[config.mk]
export PLATFORM = sky130hd
export DESIGN_NAME = tff_counter_ctrl
export DESIGN_NICKNAME = d
export VERILOG_FILES = /design/src/rtl/tff_counter_ctrl.sv
export SDC_FILE = /design/constraint.sdc
export NUM_CORES = 1
export LEC_CHECK = 0
export BUFFER_PORTS_ARGS = -buffer_cell sky130_fd_sc_hd__buf_2
export CORE_MARGIN = 3
export CORE_UTILIZATION = 58
export DETAILED_ROUTE_END_ITERATION = 16
export PLACE_DENSITY = 0.94
export RECOVER_POWER = 25
export SLEW_MARGIN = 20
export SYNTH_ARGS = -nofsm -noshare
export SYNTH_HDL_FRONTEND = slang
export SYNTH_SLANG_ARGS = --single-unit
[constraint.sdc]
create_clock -name clk -period 6.05 [get_ports clk]
set_clock_uncertainty 0.05 [all_clocks]
set_input_delay 0.605 -clock clk [delete_from_list [all_inputs] [get_ports clk]]
set_output_delay 0.605 -clock clk [all_outputs]
set_load 0.1 [all_outputs]
[src/rtl/tff_counter_ctrl.sv]
// Sequencer for a bank of T flip-flop stages forming a programmable modulo
// up/down counter with run control, one-shot mode, synchronous load and done.
module tff_counter_ctrl #(
   parameter int          WIDTH       = 4,
   parameter int unsigned DEFAULT_MOD = 10
) (
   input  logic             clk,
   input  logic             rst_n,
   input  logic             start,
   input  logic             stop,
   input  logic             up_dn,
   input  logic             one_shot,
   input  logic [WIDTH-1:0] mod_val,
   input  logic             load,
   input  logic [WIDTH-1:0] load_val,
   output logic [WIDTH-1:0] t_vec,
   output logic [WIDTH-1:0] q,
   output logic             tc,
   output logic             busy,
   output logic             done
);

   typedef enum logic [1:0] {
      ST_IDLE,
      ST_RUN,
      ST_DONE
   } state_t;

   state_t           state_q;
   logic [WIDTH-1:0] q_q;
   logic [WIDTH-1:0] q_d;
   logic [WIDTH-1:0] mod_q;
   logic             os_q;

   logic             running;
   logic [WIDTH-1:0] eff_mod;
   logic [WIDTH-1:0] m_last;
   logic             load_ok;
   logic             at_wrap;

   // The latched modulus governs a run; outside a run the live input does,
   // so loads in IDLE/DONE clamp against what the next run would use.
   assign running = (state_q == ST_RUN);
   assign eff_mod = running ? mod_q : mod_val;
   assign m_last  = eff_mod - WIDTH'(1);           // 0 wraps to all-ones = 2^WIDTH-1
   assign load_ok = (eff_mod == '0) || (load_val < eff_mod);
   assign at_wrap = up_dn ? (q_q == m_last) : (q_q == '0);

   assign tc = running && !stop && !load && at_wrap;

   always_comb begin
      // NOTE: default first so every path assigns q_d and no latch is inferred.
      q_d = q_q;
      if (load) begin
         q_d = load_ok ? load_val : '0;
      end else if (running && !stop) begin
         if (up_dn) q_d = at_wrap ? '0     : q_q + WIDTH'(1);
         else       q_d = at_wrap ? m_last : q_q - WIDTH'(1);
      end
   end

   assign t_vec = q_q ^ q_d;

   // T stages: each bit toggles where its enable is set.
   always_ff @(posedge clk or negedge rst_n) begin
      if (!rst_n) begin
         q_q <= '0;
      end else begin
         // NOTE: non-blocking so every register samples pre-edge values.
         q_q <= q_q ^ t_vec;
      end
   end

   always_ff @(posedge clk or negedge rst_n) begin
      if (!rst_n) begin
         state_q <= ST_IDLE;
         mod_q   <= WIDTH'(DEFAULT_MOD);
         os_q    <= 1'b0;
      end else begin
         case (state_q)
            ST_IDLE: begin
               if (start && !stop) begin
                  state_q <= ST_RUN;
                  mod_q   <= mod_val;
                  os_q    <= one_shot;
               end
            end
            ST_RUN: begin
               if (stop)             state_q <= ST_IDLE;
               else if (tc && os_q)  state_q <= ST_DONE;
            end
            ST_DONE: state_q <= ST_IDLE;
            default: state_q <= ST_IDLE;
         endcase
      end
   end

   assign q    = q_q;
   assign busy = running;
   assign done = (state_q == ST_DONE);

endmodule

==> reports/metrics.sh <==
GRT_START_MAX_NET_PINS=14
SYNTH_TOP_AREA_CELL='sky130_fd_sc_hd__dfrtp_1'
GRT_ANTENNA_BEFORE_REPAIR=0
SYNTHSIMPLEGATEAREAFRAC_PCT=23.28
CAP_VIOLATIONS=0
CLK_LATENCY_NS=0.27
POSTSYNTHCELLCOUNT=139
ARRIVAL_NS=3.66
YOSYSTOPAREACELLSHARE_PCT=19.40
MIN_PERIOD_NS=4.318
CLOCK-SINKS=11
INTPOWER_mW=0.1987
FINAL_CELL_MIX='sky130_fd_sc_hd__buf_2, sky130_fd_sc_hd__nor2_1, sky130_fd_sc_hd__nand2_1, sky130_fd_sc_hd__inv_1, sky130_fd_sc_hd__dfrtp_1'
POST_SYNTH_MAIN_AREA_CONTRIBUTORS='sky130_fd_sc_hd__dfrtp_1, sky130_fd_sc_hd__ha_1, sky130_fd_sc_hd__mux2_2, sky130_fd_sc_hd__dfstp_2, sky130_fd_sc_hd__nor2_1'
SYNTH-COMPOUND-AREA-SHARE_PCT=23.17
DIE_AREA_MM2=0.002575
CLOCK_POWER_SHARE_PCT=11.2
CP_MAX_FANOUT=7
ROWS=15
RESULT_OF_THE_RUN='finished, final reports clean'
POST-CTS-SETUP-BUFFERS=0
YS.WARNINGS.COUNT=0
FINALHOLDVIOLATIONS=0
CRITICAL_PATH_CLASS='flip-flop to output pin'
PLACE_WS_NS=2.096
CTSHOLDBUFFERS=0
SYNTH.FF_LATCH_COUNT=11
INITIAL_UTILIZATION_PCT=64.44
FP.COREAREA_MM2=0.001802
FP.DIEH_UM=50.74
WORST-SLEW-PIN-TRANSITION_NS=0.6841
FIRST_GLOBAL_VIAS=1091
IRDROPWORSTVDD_uV=264.8
SYNTH_TOP_FAMILY_BY_AREA='simple AND/OR/NAND/NOR gates'
AREA_GROWTH_PCT=13.04
FIN_CRIT_SH_PCT=71.37
YS.FLOP_TYPE='sky130_fd_sc_hd__dfrtp_1'
WIRE_PER_INST_UM=15.17
SYN_AVG_CELL_AREA_UM2=8.353
ANTENNA-DIODE-COUNT=0
FIN_TNS_SETUP_NS=0
POWER.NET_SWITCHING_mW=0.2393
POST_ROUTE_DESIGN_AREA_MM2=0.001313
SHARE_OF_FLIP_FLOPS_WITH_AN_ASYNCHRONOUS_SET_OR_RESET_AFTER_SYNTHESIS_PCT=100.0
LEAKAGEPOWER_nW=0.6066
CLOCK_TREE.BUFFER_DEPTH=2
POST_SYNTH_XOR_AREA_FRACTION_PCT=7.220
FIRST_ITER_VIOLATIONS=41
DRT.ANTENNA.VIOLATING_NETS=0
RELSLEWSLACK_PCT=54.28
TRITONCTS_CLOCK_TREE='done'
PLACED_AREA_MM2=0.001281
GRTUSAGETOTAL_PCT=24.86
GLOBAL_ROUTE_WIRE_LENGTH_BEFORE_REPAIR_UM=4919
WORSTPATHREQUIRED_NS=5.39
CTS_RESIZED=0
IO_BUFFER_COUNT=25
GLOBALPLACE.CONGESTION=0.9184
CRIT_PATH_END_KIND='output pin'
DETAIL_ROUTE.VIAS_PER_CELL=6.167
CHIPWIDTH_UM=50.74
SHARE_SEQ_OF_TOTAL_POWER_PCT=26.5
SYNTH.NET_COUNT=159
TIMING.CRITICAL_PATH.FROM_TYPE='flip-flop'
SYNTH_MUX_AREA_SHARE_PCT=10.45
SMALLEST_SETUP_SLACK_AFTER_LAYOUT_NS=1.732
P_PER_AREA_mW_PER_MM2=333.7
CLK_PIN_SLEW_NS=0.07
TOP_ACHIEVABLE_CLOCK_SPEED_MHz=231.6
TIMING.FINAL.MAX_SLEW_VIOLATIONS=0
FINAL_COMMON_CELL='sky130_fd_sc_hd__buf_2'
CTS_ROOT_BUF='sky130_fd_sc_hd__clkbuf_4'
FINALWIRELENGTH_UM=2822
DESIGN_POWER_TOTAL_mW=0.4380
YOSYSUNIQUECELLTYPES=49
POWER_FRAC_COMB_PCT=62.3
WORST_HOLD_PATH_TYPE='input pin to asynchronous set/reset pin'
LAYOUT_NET_COUNT=182
POST_SYNTH_INSTANCE_AREA_MM2=0.001161
SWITCHING_SHARE_PCT=54.63
SYNTH-EDFF-COUNT=0
WORST_HOLD_MARGIN_NS=0.2584
REGISTER_AREA_SHARE_AFTER_SYNTHESIS_PCT=23.92
GRT_SETUP_UNREPAIRED='false'
DRT-PASS1-ITER-COUNT=4
SHARE_OF_FINAL_LAYOUT_STANDARD_CELLS_STRONGER_THAN_DRIVE_STRENGTH_1_PCT=26.09
CTS-HTREE-LEVELS=1
TOTAL_GRT_OVERFLOW=0
FINAL-SETUP-VIOL-COUNT=0
NUMCTSBUFFERS=3
ROUTE.VIAS.TOTAL=1147
DRC=0
DETAILED_PLACE_HPWL_UM=2254
TOP_LEVEL_PORTS=26
SYNTHADDERAREAFRAC_PCT=5.388
[through the flow]
| stage | cells | util (%) |
|---|---|---|
| floorplan | 139 | - |
| global placement | 182 | 71.11 |
| detailed placement | 182 | 71.11 |
| CTS | 186 | 72.57 |
| global route | 186 | 72.85 |
| finish | 186 | 72.85 |
[path summary, 6_finish.rpt]
path                               to  slack (ns)  startpoint  cells after the start
min reg2reg                state_q[1]        0.47        os_q                      1
max                          t_vec[1]        1.73  state_q[1]                     14
max in group asynchronous  state_q[0]        5.30       rst_n                      1
min in group clk           state_q[1]        0.47        os_q                      1
min                        state_q[1]        0.26       rst_n                      1
max reg2reg                      q[1]        2.97  state_q[1]                     13
[cells by family (layout without fill, tap and decap cells)]
kind of cell | Yosys count | count (layout)
compound gates | 38 | 38
xor+xnor | 8 | 8
fa+ha+maj | 5 | 5
buf+inv | 17 | 39
flops | 11 | 11
mux | 9 | 9
simple gates | 51 | 51
[cell type report]
cell class | count | area, um^2
clock buffer | 4 | 26.28
fill | 137 | 489.2
inverter | 10 | 40.04
multi-input combinational | 111 | 813.3
sequential | 11 | 277.8
tap | 25 | 31.28
timing repair buffer | 25 | 123.9
[metal layers]
layer / global-route usage [%] / vias to the layer above / wire length (um)
met4: 9.417 / 0 / 44
met2: 43.26 / 53 / 1381
li1: - / 550 / -
met3: 0.5935 / 6 / 169
met5: 0 / - / 0
met1: 32.65 / 538 / 1225
[Yosys cell counts (all sizes together) (5+ instances only)]
master / instances
dfrtp: 9
inv: 10
o21ai: 8
nand2: 12
ha: 5
nor3: 6
mux2: 5
xor2: 5
a21oi: 8
nor2: 14
[power groups by stage]
stage,Sequential (mW),Clock (mW),Combinational (mW)
floorplan,0.143,0,0.199
global placement,0.115,0,0.264
detailed placement,0.116,0,0.270
CTS,0.115,0.0511,0.271
global route,0.119,0.0532,0.291
finish,0.116,0.0491,0.273
[critical path: stages, from the launching register on]
cell and delay (ns):
sky130_fd_sc_hd__dfrtp_1 0.45, sky130_fd_sc_hd__nand2b_1 0.33, sky130_fd_sc_hd__inv_4 0.17, sky130_fd_sc_hd__nand2_1 0.06
sky130_fd_sc_hd__o21ai_1 0.14, sky130_fd_sc_hd__inv_1 0.11, sky130_fd_sc_hd__ha_1 0.32, sky130_fd_sc_hd__xor2_1 0.16
sky130_fd_sc_hd__nand2_1 0.07, sky130_fd_sc_hd__a21o_1 0.17, sky130_fd_sc_hd__or3_1 0.41, sky130_fd_sc_hd__a211o_1 0.32
sky130_fd_sc_hd__nand2_1 0.10, sky130_fd_sc_hd__a31o_1 0.15, sky130_fd_sc_hd__buf_2 0.42
[sequential cells by signal, summed over array words and instances, names as in the netlist]
register  count
mod_q         4
q             4
state_q       2
os_q          1
Power figures use the tool's default switching activity.
